File: config.mk
export PLATFORM = sky130hd
export DESIGN_NAME = uart_tx_fifo
export DESIGN_NICKNAME = d
export VERILOG_FILES = /design/src/rtl/uart_pkg.sv /design/src/rtl/sync_fifo_ram.sv /design/src/rtl/uart_tx_fifo.sv
export SDC_FILE = /design/constraint.sdc
export NUM_CORES = 1
export LEC_CHECK = 0
export ABC_AREA = 1
export CORE_UTILIZATION = 54
export CTS_CLUSTER_DIAMETER = 80
export DETAILED_ROUTE_END_ITERATION = 8
export PLACE_DENSITY = 0.72
export SYNTH_ARGS = -nofsm -noshare
export SYNTH_HDL_FRONTEND = slang
export SYNTH_SLANG_ARGS = --single-unit
File: constraint.sdc
create_clock -name clk -period 2.1 [get_ports clk]
set_input_delay 0.42 -clock clk [delete_from_list [all_inputs] [get_ports clk]]
set_output_delay 0.42 -clock clk [all_outputs]
set_load 0.01 [all_outputs]
File: src/rtl/uart_pkg.sv
// Shared definitions for the UART transmit path: byte width, FIFO depth defaults
// and the read-side state encoding used by uart_tx_fifo.
package uart_pkg;

  localparam int UART_DATA_W     = 8;
  localparam int UART_FIFO_DEPTH = 16;
  localparam int UART_BUSY_WAIT  = 4;

  typedef enum logic [1:0] {
    ST_IDLE    = 2'd0,
    ST_LAUNCH  = 2'd1,
    ST_WAIT_HI = 2'd2,
    ST_WAIT_LO = 2'd3
  } tx_state_e;

endpackage

File: src/rtl/sync_fifo_ram.sv
// DEPTH x DATA_W storage with wrapping write/read pointers and a registered,
// reset-able read port that only updates when a word is popped.
module sync_fifo_ram #(
  parameter int DATA_W = 8,
  parameter int DEPTH  = 16,
  localparam int ADDR_W = $clog2(DEPTH)
) (
  input  logic              clk,
  input  logic              rst,
  input  logic              wr_en_i,
  input  logic [DATA_W-1:0] wr_data_i,
  input  logic              rd_en_i,
  output logic [DATA_W-1:0] rd_data_o
);

  logic [DATA_W-1:0] mem_q [DEPTH];
  logic [ADDR_W-1:0] wr_ptr_q, wr_ptr_d;
  logic [ADDR_W-1:0] rd_ptr_q, rd_ptr_d;
  logic [DATA_W-1:0] rd_data_q;

  // DEPTH is a power of two, so the pointers wrap simply by overflowing.
  always_comb begin
    wr_ptr_d = wr_ptr_q;
    rd_ptr_d = rd_ptr_q;
    if (wr_en_i) wr_ptr_d = wr_ptr_q + ADDR_W'(1);
    if (rd_en_i) rd_ptr_d = rd_ptr_q + ADDR_W'(1);
  end

  always_ff @(posedge clk) begin
    if (wr_en_i) mem_q[wr_ptr_q] <= wr_data_i;
  end

  always_ff @(posedge clk) begin
    if (rst) begin
      wr_ptr_q  <= '0;
      rd_ptr_q  <= '0;
      rd_data_q <= '0;
    end else begin
      wr_ptr_q <= wr_ptr_d;
      rd_ptr_q <= rd_ptr_d;
      if (rd_en_i) rd_data_q <= mem_q[rd_ptr_q];
    end
  end

  assign rd_data_o = rd_data_q;

endmodule

File: src/rtl/uart_tx_fifo.sv
// Byte FIFO between control and uart_tx; meters bytes out on the busy handshake.
// Optional drop/launch counters are built when UART_TX_FIFO_STATS_EN is defined.
module uart_tx_fifo
  import uart_pkg::*;
#(
  parameter int DATA_W    = UART_DATA_W,
  parameter int DEPTH     = UART_FIFO_DEPTH,
  localparam int ADDR_W   = $clog2(DEPTH),
  parameter int BUSY_WAIT = UART_BUSY_WAIT
) (
  input  logic              clk,
  input  logic              rst,
  input  logic [DATA_W-1:0] wr_din,
  input  logic              wr_vld,
  output logic              full,
  output logic              empty,
  output logic [ADDR_W:0]   level,
  output logic              overflow,
  input  logic              tx_busy,
  output logic [DATA_W-1:0] tx_din,
  output logic              tx_vld
`ifdef UART_TX_FIFO_STATS_EN
  ,
  output logic [15:0]       drop_cnt,
  output logic [15:0]       sent_cnt
`endif
);

  localparam int GUARD_W = (BUSY_WAIT > 1) ? $clog2(BUSY_WAIT) : 1;
  localparam logic [GUARD_W-1:0] GUARD_LAST = GUARD_W'(BUSY_WAIT - 1);
  localparam logic [ADDR_W:0]    LEVEL_FULL = (ADDR_W + 1)'(DEPTH);
  localparam logic [ADDR_W:0]    LEVEL_ONE  = (ADDR_W + 1)'(1);

  tx_state_e          state_q;
  logic [GUARD_W-1:0] guard_q;
  logic               tx_vld_q;
  logic [ADDR_W:0]    level_q, level_d;
  logic               full_q, empty_q, overflow_q;
  logic               push, pop, drop;

  // full_q is registered, so a pop in this cycle never frees room for this cycle's write.
  assign push = wr_vld & ~full_q;
  assign drop = wr_vld &  full_q;
  assign pop  = (state_q == ST_LAUNCH);

  sync_fifo_ram #(
    .DATA_W (DATA_W),
    .DEPTH  (DEPTH)
  ) u_ram (
    .clk       (clk),
    .rst       (rst),
    .wr_en_i   (push),
    .wr_data_i (wr_din),
    .rd_en_i   (pop),
    .rd_data_o (tx_din)
  );

  always_comb begin
    level_d = level_q;
    case ({push, pop})
      2'b10:   level_d = level_q + LEVEL_ONE;
      2'b01:   level_d = level_q - LEVEL_ONE;
      default: level_d = level_q;
    endcase
  end

  always_ff @(posedge clk) begin
    if (rst) begin
      level_q    <= '0;
      full_q     <= 1'b0;
      empty_q    <= 1'b1;
      overflow_q <= 1'b0;
    end else begin
      level_q <= level_d;
      full_q  <= (level_d == LEVEL_FULL);
      empty_q <= (level_d == '0);
      if (drop) overflow_q <= 1'b1;
    end
  end

  always_ff @(posedge clk) begin
    if (rst) begin
      state_q  <= ST_IDLE;
      guard_q  <= '0;
      tx_vld_q <= 1'b0;
    end else begin
      tx_vld_q <= 1'b0;
      case (state_q)
        ST_IDLE: begin
          if (level_q != '0 && !tx_busy) state_q <= ST_LAUNCH;
        end
        ST_LAUNCH: begin
          tx_vld_q <= 1'b1;
          guard_q  <= '0;
          state_q  <= ST_WAIT_HI;
        end
        ST_WAIT_HI: begin
          // A transmitter that never raises busy is assumed to have taken the byte.
          if (tx_busy) begin
            state_q <= ST_WAIT_LO;
          end else if (guard_q == GUARD_LAST) begin
            state_q <= ST_IDLE;
          end else begin
            guard_q <= guard_q + GUARD_W'(1);
          end
        end
        ST_WAIT_LO: begin
          if (!tx_busy) state_q <= ST_IDLE;
        end
        default: state_q <= ST_IDLE;
      endcase
    end
  end

  assign full     = full_q;
  assign empty    = empty_q;
  assign level    = level_q;
  assign overflow = overflow_q;
  assign tx_vld   = tx_vld_q;

`ifdef UART_TX_FIFO_STATS_EN
  logic [15:0] drop_cnt_q, sent_cnt_q;

  always_ff @(posedge clk) begin
    if (rst) begin
      drop_cnt_q <= '0;
      sent_cnt_q <= '0;
    end else begin
      if (drop && drop_cnt_q != 16'hFFFF) drop_cnt_q <= drop_cnt_q + 16'd1;
      if (pop) sent_cnt_q <= sent_cnt_q + 16'd1;
    end
  end

  assign drop_cnt = drop_cnt_q;
  assign sent_cnt = sent_cnt_q;
`endif

endmodule

## Word-level counts from Yosys, hierarchy flattened

Memories as Yosys holds them, arrays and structs flattened. A register that Yosys moved wholly into a read port is not among the register bits.
Cells that the tools add are included.

- Memories: 1
- Output and inout port bits: 17
- Flip-flop bits (word level): 21
- Input bits: 12
- Bits in writable memories: 128
- Word-level logic and storage cells: 50

- Eq/ne operators: 12
- Multiplexer cells: 12
- Bitwise gates (word level): 3
- Reductions and logical operators: 8
- Add/sub/neg operators: 5

Memory list:

| name | words | bits a word | rd ports | clocked after memory_dff | wr ports | line | text |
|---|---|---|---|---|---|---|---|
| u_ram.mem_q | 16 | 8 | 1 | 1 | 1 | sync_fifo_ram.sv:16 | `logic [DATA_W-1:0] mem_q [DEPTH];` |

Operators by type and width:

| kind | count |
|---|---|
| 2-to-1 mux 2 bit | 6 |
| case mux 5 bit (2 select lines) | 1 |
| adder 4 x 1 -> 4 bit, second input constant | 2 |
| == test 2 bit, second input constant | 4 |
| inequality test 2 bit, second input constant | 4 |
| case mux 2 bit (4 select lines) | 1 |
| AND reduction 3 bit | 2 |
| adder 5 x 1 -> 5 bit, second input constant | 1 |
| == test 5 bit, second input constant | 1 |
| zero test 5 bit | 1 |
| nonzero test 5 bit | 1 |
| subtractor 5 x 1 -> 5 bit, second input constant | 1 |
| == test 2 x 1 -> 1 bit, second input constant | 2 |
| case mux 2 bit (2 select lines) | 1 |
| 2-to-1 mux 1 bit | 3 |
| inequality test 3 bit, second input constant | 1 |
| adder 2 x 1 -> 2 bit, second input constant | 1 |
| bitwise AND 1 bit | 2 |
| zero test 2 bit | 1 |
| nonzero test 2 bit | 1 |
| logical AND 1 bit | 1 |
| zero test 1 bit | 1 |
| NOT 1 bit | 1 |

## Logic depth before layout (Yosys ltp)

Gate-level depths: netlist of the first run.

- Word-level depth: 5
- Gate-level depth with buffers: 16
- Depth with buffers taken out: 16

## Cells and area by module

Synthesis of the first run repeated with hierarchy kept, for this count alone.

- Cell total of the unflattened synthesis: 644
- Area, all modules: 6703.9 um^2

By module, submodules not included:

| module | area each (um^2) | cells each | sequential area each (um^2) | instances |
|---|---|---|---|---|
| sync_fifo_ram | 5930.7 | 533 | 4164.0 | 1 |
| uart_tx_fifo | 773.2 | 111 | 260.2 | 1 |

## Least setup slack after synthesis of the first run

OpenSTA, ideal clock, no wires.

- Kind: reg2reg
- From: register state_q[0]
- To: register empty_q, in the netlist empty
- Cell stages (with the launch flop): 11
- Data arrival time: 1903 ps
- Slack: 128 ps
- Required time: 2031 ps
- Library setup time: 69 ps
- Cell sequence: dfxtp_1 inv_2 nor2_8 buf_1 ha_1 clkbuf_1 o21ai_0 nand2_1 nor2_1 nand3_1 o21bai_2

- Longest elaborated chain between the ends: 4
- Elaborated cells on any way between the ends: 5

Ends and longest elaborated chain:

| element | line | text |
|---|---|---|
| start, declared | uart_tx_fifo.sv:34 | `tx_state_e state_q;` |
| start signal, assigned | uart_tx_fifo.sv:83 | `state_q <= ST_IDLE;` |
| start signal, assigned | uart_tx_fifo.sv:90 | `if (level_q != '0 && !tx_busy) state_q <= ST_LAUNCH;` |
| start signal, assigned | uart_tx_fifo.sv:95 | `state_q <= ST_WAIT_HI;` |
| == test 2 x 1 -> 1 bit (*) | uart_tx_fifo.sv:44 | `assign pop = (state_q == ST_LAUNCH);` |
| == test 2 x 1 -> 1 bit or == test 2 bit (tied branches) | uart_tx_fifo.sv:60 | `case ({push, pop})` |
| case mux 5 bit (2 select lines) (*) | uart_tx_fifo.sv:60 |  |
| zero test 5 bit (*) | uart_tx_fifo.sv:76 | `empty_q <= (level_d == '0);` |
| end signal, assigned | uart_tx_fifo.sv:76 |  |
| end, declared | uart_tx_fifo.sv:38 | `logic full_q, empty_q, overflow_q;` |

Every way passes the cells marked *; elsewhere a longest branch is shown, timed or not.
A chain may end at the register's enable or synchronous reset.

## Final worst setup path of the first run

- From: register level_q[2], in the netlist level[2]
- To: output level[2]

RTL lines:

| element | line | text |
|---|---|---|
| start, declared | uart_tx_fifo.sv:37 | `logic [ADDR_W:0] level_q, level_d;` |
| start signal, assigned | uart_tx_fifo.sv:74 | `level_q <= level_d;` |
| end, declared | uart_tx_fifo.sv:17 | `output logic [ADDR_W:0] level,` |

No word-level cell between the ends.

==> impl_metrics.env, run 1 <==
export IMPL_outcome="finished, violations left"
export IMPL_violations="design-rule violations"
export IMPL_min_path_type="reg -> reg"
export IMPL_htreeDepth=4
export IMPL_syn_area_um2=6430
export IMPL_r2r_setup_slack_ps=270
export IMPL_final_util_pct=66.2
export IMPL_tritoncts="yes"
export IMPL_synth_compound_area_share_pct=12.1
export IMPL_synth_nets=580
export IMPL_fin_nets=632
export IMPL_drt_total_wl_mm=14.9
export IMPL_grt_use_total_pct=25.8
export IMPL_synth_cell_type_count=32
export IMPL_synth_top_family_by_area="simple AND/OR/NAND/NOR gates"
export IMPL_critPathTopFamily="buffers and inverters"
export IMPL_clk_latency_ps=430
export IMPL_startpoint="level[2]"
export IMPL_yosys_warnings=0
export IMPL_end_kind="output port"
export IMPL_setup_viol=0
export IMPL_grt_pass1_wl_mm=23.7
export IMPL_detail_route_antenna_nets=0
export IMPL_drive_gt1_share_pct=12.4
export IMPL_grt_ovfl_total=0
export IMPL_clkSlewWorstSetupHoldPaths_ps=60
export IMPL_routedWlPerCell_um=19.4
export IMPL_syn_inst=559
export IMPL_max_slew_margin_pct=50.1
export IMPL_antenna_found_initial=0
export IMPL_yosysSeqAreaShare_pct=68.8
export IMPL_cts_buffer_depth=2
export IMPL_worst_path_max_delay_cell="clkdlybuf4s50_1"
export IMPL_synthAdderAreaFrac_pct=1.75
export IMPL_ys_seq_elements=157
export IMPL_cp_data_required_time_ps=1680
export IMPL_numCtsBuffers=17
export IMPL_path_class="reg -> out"
export IMPL_vdd_ir_drop_worst_mv=0.867
export IMPL_start_util_pct=55.8
export IMPL_p_leak_nw=2.76
export IMPL_synth_edf_count=128
export IMPL_critPathArrivalTime_ps=1490
export IMPL_area_growth_synth_to_final_pct=18.7
export IMPL_grt_pass1_vias=4510
export IMPL_synth_flop_cell="edfxtp_1"
export IMPL_drcViolationCount=2
export IMPL_path_cells="clkdlybuf4s50_1"
export IMPL_insertedDiodeCount=0
export IMPL_root_buffer="clkbuf_16"
export IMPL_synth_area_mux_share_pct=0
export IMPL_rr_endpoint="empty"
export IMPL_rsz0062_at_grt="no"
export IMPL_rows=39
export IMPL_cap_violations=0
export IMPL_async_flop_share_pct=0
export IMPL_fin_hold_ws_ps=474
export IMPL_syn_area_per_cell_um2=11.5
export IMPL_clock_sinks=157
export IMPL_min_to="guard_q[0]"
export IMPL_min_from="guard_q[0]"
export IMPL_critical_path_buf_inv_count=1
export IMPL_reg2regPathDepth=11
export IMPL_period_needed_ps=1910
export IMPL_min_path_cells=1
export IMPL_drt_initial_drc_count=550
export IMPL_tightest_slew_ps=746
export IMPL_cp_max_fo=5
export IMPL_firstDrtPassIters=7
export IMPL_finalHoldViolations=0
export IMPL_dp_hpwl_mm=9.34
export IMPL_grt_max_degree=67
export IMPL_max_freq_mhz=523
export IMPL_slowest_delay_ps=600
export IMPL_ioPinCount=29
export IMPL_fin_skew_ps=11.0
export IMPL_hold_buffers=0
export IMPL_powerDensity_nw_per_um2=1230
export IMPL_via_count=4519
export IMPL_gp_congestion=0.858
export IMPL_synthXorXnorAreaFrac_pct=0.273
export IMPL_io_buffers=28
export IMPL_start_kind="flip-flop"
export IMPL_coreArea_um2=11500
export IMPL_dp_slack_ps=-206
export IMPL_synth_simple_gate_area_share_pct=12.9
export IMPL_period_share_pct=91.1
export IMPL_finalWorstSetupSlack_ps=188
export IMPL_die_area_um2=12300
export IMPL_die_y_um=111
export IMPL_r2r_start="state_q[0]"
export IMPL_drv_slew=0
export IMPL_vias_per_cell=5.90
export IMPL_die_x_um=111
report_power, final:
part           internal (mW)  switching [mW]  total, mW
Clock                   1.96            1.12       3.08
Combinational          0.949            1.60       2.54
Sequential              3.57           0.151       3.72
cell families after synthesis:
| kind of cell | count (synthesis) |
|---|---|
| AO/OA/AOI/OAI | 131 |
| XOR/XNOR | 2 |
| adder cells (fa/ha/maj) | 9 |
| buffers and inverters | 63 |
| flip-flops | 157 |
| AND/OR/NAND/NOR | 197 |
layout make-up:
type	instances	area (µm²)
Sequential cell	157	4430
Fill cell	866	3890
Multi-Input combinational cell	339	1740
Timing Repair Buffer	62	561
Clock buffer	21	440
Tap cell	143	179
Clock inverter	10	146
Inverter	34	128
registers in the layout (all words and copies together) (netlist names):
| register | cells |
|---|---|
| overflow | 1 |
| u_ram.rd_data_o | 8 |
| u_ram.wr_ptr_q | 4 |
| empty | 1 |
| tx_vld | 1 |
| state_q | 2 |
| u_ram.mem_q | 128 |
| level | 5 |
| full | 1 |
| guard_q | 2 |
| u_ram.rd_ptr_q | 4 |
metal layers:
| layer | wire (µm) | vias to the layer above | share of wire, % | global-route usage [%] |
|---|---|---|---|---|
| li1 | - | 2105 | - | - |
| met1 | 6150 | 2179 | 41 | 33.5 |
| met2 | 7190 | 197 | 48 | 41.7 |
| met3 | 1050 | 38 | 7.1 | 4.92 |
| met4 | 463 | 0 | 3.1 | 13.3 |
| met5 | 0 | - | 0 | 0 |
cells in the mapped netlist (3+ instances only):
cell type,instances,area [µm²]
o211ai_1,5,37.5
nand2_1,42,158
nor2_1,116,435
a21oi_1,13,65.1
buf_4,4,30.0
o221ai_1,22,193
inv_1,26,97.6
ha_1,9,113
clkbuf_1,17,63.8
o21ai_0,59,295
dfxtp_1,29,581
buf_2,5,25.0
o21ai_1,19,95.1
nor3_1,3,15.0
nand2_2,4,25.0
o22ai_1,10,62.6
edfxtp_1,128,3840
nand3_1,25,125
inv_2,5,18.8
clkinv_1,3,11.3
worst max path at each step:
| stage | end | slack [ps] | cells past startpoint |
|---|---|---|---|
| 6_report | level[2] | 190 | 1 |
| 5_1_grt | empty | 50 | 10 |
| 4_1_cts | level[2] | 180 | 1 |
| 3_5_place_dp | empty | -210 | 13 |
| 3_3_place_gp | full | -90 | 15 |
| 2_1_floorplan | empty | 130 | 10 |
placed cells by master, fill, tap and decap left out, drive strengths merged:
master	n
a211oi	1
a21oi	13
buf	34
bufinv	4
clkbuf	21
clkdlybuf4s50	28
clkinv	9
dfxtp	29
edfxtp	128
ha	9
inv	31
nand2	47
nand3	26
nand3b	2
nor2	118
nor3	3
nor4	1
o211ai	5
o21ai	78
o21bai	2
o221ai	22
o22ai	10
xor2	2
per-stage QoR:
step                      cell area [µm²]  cells  TNS [ps]  total power [mW]
after floorplan                      6430    559         0              5.34
after global placement               7030    735      -285              6.14
after global routing                 7620    766         0              9.79
after detailed placement             7030    735      -998              6.26
after CTS                            7620    766         0              9.32
final                                7620    766         0              9.35
timing repair:
action                                  CTS  global route
resized for setup                         0             3
hold endpoints to repair                  0             0
buffers inserted                          0             0
endpoints found under the setup margin    0             2
Power figures use the tool's default switching activity.
==> inputs of run 2 (changes only) <==
Settings changed: CORE_MARGIN set to 2, CTS_CLUSTER_DIAMETER 80 to 60.
==> run 2 against run 1 <==
  * The flow now finishes without violations
  * Sequential share of layout area rose by 0.61 points
  * Clock-buffer cell count rose by 8
  * Setup slack improved by 12 ps
  * Clock skew fell by 4.3 ps
  * Global-route usage fell by 1.1 points
  * Non-clock buffer count rose by 3
  * Maximum frequency rose by 0.62%
==> impl_metrics.env, run 2 (synthesis gave the netlist of run 1 again) <==
export IMPL_outcome="finished, final reports clean"
export IMPL_max_freq_mhz=526
export IMPL_dp_hpwl_mm=9.57
export IMPL_insertedDiodeCount=0
export IMPL_startpoint="level[2]"
export IMPL_tritoncts="yes"
export IMPL_max_slew_margin_pct=53.0
export IMPL_ioPinCount=29
export IMPL_tightest_slew_ps=703
export IMPL_vias_per_cell=5.86
export IMPL_drv_slew=0
export IMPL_end_kind="output port"
export IMPL_start_kind="flip-flop"
export IMPL_clkSlewWorstSetupHoldPaths_ps=60
export IMPL_largest_register_ffs=128
export IMPL_finalHoldViolations=0
export IMPL_detail_route_antenna_nets=0
export IMPL_vdd_ir_drop_worst_mv=0.847
export IMPL_path_depth=1
export IMPL_grt_max_degree=53
export IMPL_slowest_delay_ps=620
export IMPL_final_common_cell="edfxtp_1"
export IMPL_via_count=4511
export IMPL_drcViolationCount=0
export IMPL_min_path_type="reg -> reg"
export IMPL_period_needed_ps=1900
export IMPL_dpl_cell_area_um2=7040
export IMPL_regMostFlops="u_ram.mem_q"
export IMPL_path_class="reg -> out"
export IMPL_grt_ovfl_total=0
export IMPL_worst_path_max_delay_cell="clkdlybuf4s50_1"
export IMPL_path_cells="clkdlybuf4s50_1"
export IMPL_firstDrtPassIters=5
export IMPL_die_x_um=113
export IMPL_die_area_um2=12800
export IMPL_final_area_um2=7550
export IMPL_fin_nets=635
export IMPL_powerDensity_nw_per_um2=1170
export IMPL_cp_max_fo=5
export IMPL_final_cell_mix="edfxtp_1, nor2_1, o21ai_0"
export IMPL_rows=39
export IMPL_critPathArrivalTime_ps=1480
export IMPL_rsz0062_at_grt="no"
export IMPL_clock_sinks=157
export IMPL_drive_gt1_share_pct=12.1
export IMPL_drt_initial_drc_count=496
export IMPL_grt_pass1_wl_mm=23.3
export IMPL_p_leak_nw=2.73
export IMPL_coreArea_um2=11500
export IMPL_dp_slack_ps=-197
export IMPL_critical_path_buf_inv_count=1
export IMPL_reg2regPathDepth=14
export IMPL_gp_congestion=0.868
export IMPL_antenna_found_initial=0
export IMPL_r2r_start="state_q[0]"
export IMPL_finalWorstSetupSlack_ps=200
export IMPL_fin_skew_ps=6.66
export IMPL_cap_violations=0
export IMPL_min_path_cells=1
export IMPL_grt_pass1_vias=4300
export IMPL_io_buffers=28
export IMPL_clk_latency_ps=420
export IMPL_cts_setup_buffers=0
export IMPL_numCtsBuffers=17
export IMPL_start_util_pct=55.8
export IMPL_routedWlPerCell_um=19.4
export IMPL_grt_use_total_pct=24.7
export IMPL_cp_data_required_time_ps=1680
export IMPL_die_y_um=113
export IMPL_htreeDepth=4
export IMPL_cts_buffer_depth=2
export IMPL_fin_hold_ws_ps=469
export IMPL_final_util_pct=65.5
export IMPL_root_buffer="clkbuf_16"
export IMPL_min_from="guard_q[0]"
export IMPL_area_growth_synth_to_final_pct=17.4
export IMPL_finalNonFillerCells=770
export IMPL_dpl_cell_count=738
export IMPL_critPathTopFamily="buffers and inverters"
export IMPL_drt_total_wl_mm=14.9
export IMPL_setup_viol=0
export IMPL_period_share_pct=90.5
-- run 2: cell types whose count changed in the layout (fill, tap and decap cells not counted), moves of 2 or more --
cell and delta:
clkbuf_1 +6, buf_4 +4, bufinv_16 -4, clkinv_1 -3, clkbuf_8 +2
-- run 2: per-stage QoR --
stage	TNS, ps	power, mW
6_report	0	8.86
5_1_grt	0	9.31
4_1_cts	0	8.89
3_5_place_dp	-762	6.24
3_3_place_gp	-235	6.14
2_1_floorplan	0	5.34
-- run 2: final timing paths --
check	to	slack [ps]
setup reg to reg	empty	280
hold reg to reg	guard_q[0]	470
hold / removal	guard_q[0]	470
setup / recovery	level[2]	200
-- run 2: repair_timing --
| action | in CTS | in global routing |
|---|---|---|
| hold buffers | 0 | 0 |
| gates resized for setup | 0 | 1 |
| setup endpoints to repair | 0 | 2 |
-- run 2: layer usage --
layer | routed length, µm | vias to the layer above | track usage, %
met5 | 0 | - | 0
met1 | 6350 | 2186 | 32.9
li1 | - | 2108 | -
met2 | 7200 | 182 | 38.9
met3 | 1010 | 35 | 5.89
met4 | 389 | 0 | 11.1
-- run 2: final cells by class --
cell class / instances / area (µm²)
timing repair buffer: 65 / 571
fill: 838 / 3970
multi-input combinational: 339 / 1740
inverter: 34 / 128
clock inverter: 3 / 15.0
sequential: 157 / 4430
tap: 143 / 179
clock buffer: 29 / 490
-- run 2: where the power goes --
group,switching (mW),internal [mW],total [mW]
Clock,1.10,1.57,2.66
Combinational,1.53,0.928,2.46
Sequential,0.158,3.57,3.73
Total,2.79,6.07,8.86
==> inputs of run 3 (changes only) <==
Settings changed: ABC_AREA 1 to 0.
==> run 3 against run 2 <==
  * The flow now finishes with violations (design-rule violations)
  * First-iteration DRC count fell by 33%
  * Combinational power down 32%
  * Via count decreased by 21%
  * Critical path depth grew 8
  * Register-to-register slack got worse by 190 ps
  * Sequential power down 3%
  * Largest cell class unchanged
==> impl_metrics.env, run 3 <==
export IMPL_pwr_share_comb_pct=20.5
export IMPL_path_cells="nand2b_4 > nor2_4 > xor2_1 > ha_2 > o211a_1 > a211oi_2 > nor4_4 > xor2_1 > o31ai_1"
export IMPL_dp_slack_ps=-497
export IMPL_drcViolationCount=4
export IMPL_vdd_ir_drop_worst_mv=0.786
export IMPL_clkSlewWorstSetupHoldPaths_ps=60
export IMPL_numCtsBuffers=17
export IMPL_synth_top_area_share_pct=59.6
export IMPL_yosysMostFrequentCell="edfxtp_1"
export IMPL_p_sw_mw=2.05
export IMPL_finalHoldViolations=0
export IMPL_sw_frac_of_total_pct=25.1
export IMPL_grt_use_met1_pct=28.0
export IMPL_detail_route_antenna_nets=0
export IMPL_drive_gt1_share_pct=23.2
export IMPL_grt_busiest_layer="met2"
export IMPL_dp_hpwl_mm=8.04
export IMPL_fillers=750
export IMPL_firstDrtPassIters=6
export IMPL_hold_buffers=0
export IMPL_finalWorstSetupSlack_ps=85.0
export IMPL_htreeDepth=4
export IMPL_insertedDiodeCount=0
export IMPL_grt_pass1_wl_mm=20.2
export IMPL_violations="design-rule violations"
export IMPL_synth_nets=401
export IMPL_start_util_pct=56.0
export IMPL_drt_initial_drc_count=334
export IMPL_yosysSeqAreaShare_pct=68.6
export IMPL_cp_data_required_time_ps=2430
export IMPL_drv_slew=0
export IMPL_power_frac_seq_pct=44.6
export IMPL_cts_buffer_depth=2
export IMPL_syn_inst=380
export IMPL_grt_ovfl_total=0
export IMPL_p_int_mw=6.10
export IMPL_period_share_pct=96.0
export IMPL_final_common_cell="edfxtp_1"
export IMPL_coreArea_um2=11500
export IMPL_via_count=3585
export IMPL_max_freq_mhz=496
export IMPL_setup_tns_final_ps=0
export IMPL_worst_path_max_delay_cell="dfxtp_1"
export IMPL_synth_edf_count=128
export IMPL_tightest_slew_ps=551
export IMPL_powerDensity_nw_per_um2=1050
export IMPL_setup_viol=0
export IMPL_yosys_top_cells_area="edfxtp_1, dfxtp_1, mux4_1"
export IMPL_min_path_type="in -> reg"
export IMPL_area_growth_synth_to_final_pct=19.8
export IMPL_antenna_found_initial=0
export IMPL_largest_register_ffs=128
export IMPL_yosys_warnings=0
export IMPL_outcome="finished, violations left"
export IMPL_crit_top_cell="xor2_1"
export IMPL_final_cell_mix="edfxtp_1, buf_4, nor2_1"
export IMPL_path_class="reg -> reg"
export IMPL_critPathArrivalTime_ps=2340
export IMPL_max_slew_margin_pct=63.2
export IMPL_clockPowerShare_pct=34.9
export IMPL_slowest_delay_ps=310
export IMPL_syn_area_um2=6450
export IMPL_use_met3_pct=4.45
export IMPL_finalNonFillerCells=605
export IMPL_rows=39
export IMPL_synth_cell_type_count=49
export IMPL_grt_max_degree=36
export IMPL_synth_flop_cell="edfxtp_1"
export IMPL_root_buffer="clkbuf_16"
export IMPL_period_needed_ps=2010
export IMPL_end_kind="flip-flop"
export IMPL_fin_nets=470
export IMPL_grt_pass1_vias=3737
export IMPL_fin_skew_ps=6.24
export IMPL_start_kind="flip-flop"
export IMPL_async_flop_share_pct=0
export IMPL_grtUsageMet2_pct=35.3
export IMPL_drt_total_wl_mm=12.5
export IMPL_die_y_um=113
export IMPL_ys_seq_elements=157
export IMPL_ioPinCount=29
export IMPL_cp_max_fo=5
export IMPL_gp_congestion=0.775
export IMPL_syn_area_per_cell_um2=17.0
export IMPL_routedWlPerCell_um=20.6
export IMPL_p_leak_nw=2.66
export IMPL_netlist_top_cells_count="edfxtp_1, nor2_1, dfxtp_1"
export IMPL_tritoncts="yes"
export IMPL_grt_use_total_pct=21.4
export IMPL_die_x_um=113
export IMPL_yosysTopAreaCell="edfxtp_1"
export IMPL_die_area_um2=12800
export IMPL_regMostFlops="u_ram.mem_q"
export IMPL_dpl_cell_count=573
export IMPL_io_buffers=28
export IMPL_clock_sinks=157
export IMPL_vias_per_cell=5.93
export IMPL_clk_latency_ps=420
export IMPL_cap_violations=0
==> run 3: changes by cell type in the layout (fill, tap and decap cells not counted), sizes merged, moves of 21 or more <==
cell and change:
nor2 -75, nand3 -24, inv -27, o221ai -21, mux4 +32, o21ai -77
nand2 -36
==> run 3: area by class of cell <==
class | instances | area (µm²) | share of cell area [%]
sequential | 157 | 4430 | 57.3
timing repair buffer | 74 | 666 | 8.62
tap | 143 | 179 | 2.32
clock buffer | 25 | 485 | 6.29
clock inverter | 7 | 65.1 | 0.843
multi-input combinational | 194 | 1880 | 24.3
inverter | 5 | 23.8 | 0.308
==> run 3: path summary, 6_finish.rpt <==
path / slack [ps] / end / from / cells past startpoint
max: 90 / empty / state_q[1] / 9
min: 270 / overflow / wr_vld / 3
min reg2reg: 470 / overflow / overflow / 2
max reg2reg: 90 / empty / state_q[1] / 9
==> run 3: worst max-delay path: cells and delay by family, from the launching register on <==
kind	cells	cell delay (ps)
flip-flops	1	310
adder cells (fa/ha/maj)	1	230
AND/OR/NAND/NOR	3	640
AO/OA/AOI/OAI	3	450
XOR/XNOR	2	300
==> run 3: power by group through the flow <==
stage | clock network [mW] | logic, mW | registers [mW]
3_5_place_dp | 0 | 1.63 | 3.69
6_report | 2.84 | 1.67 | 3.63
2_1_floorplan | 0 | 1.12 | 3.69
5_1_grt | 3.01 | 1.81 | 3.65
3_3_place_gp | 0 | 1.61 | 3.68
4_1_cts | 2.88 | 1.66 | 3.63
==> run 3: logic make-up (layout without fill, tap and decap cells) <==
logic type	Yosys count	count (layout)	synth area share (%)
AOI/OAI and AO/OA	57	57	5.96
xor gates and xnor gates	12	12	1.84
adders and majority gates	9	9	1.75
buffers and inverters	29	111	2.93
DFF	157	157	68.6
muxes	35	35	12.6
and+or+nand+nor	81	81	6.27
==> run 3: through the flow <==
stage               utilization (%)  power [mW]  cell area, µm²  hold slack (ps)
global route                   67.1        8.47            7720              314
global placement               61.9        5.30            7130              455
CTS                            66.8        8.17            7690              477
finish                         67.1        8.14            7720              270
floorplan                         -        4.81            6450              482
detailed placement             61.9        5.32            7130              462
==> run 3: metal layers <==
layer	share of wire, %	vias to the layer above	routed length, µm
li1	-	1637	-
met1	41	1782	5090
met2	51	144	6300
met3	6.2	22	778
met4	2.4	0	294
met5	0	-	0
==> run 3: repair_timing <==
action,in CTS,in global routing
setup buffers,0,0
pin swaps,1,7
gates resized for setup,3,6
endpoints found under the setup margin,3,4
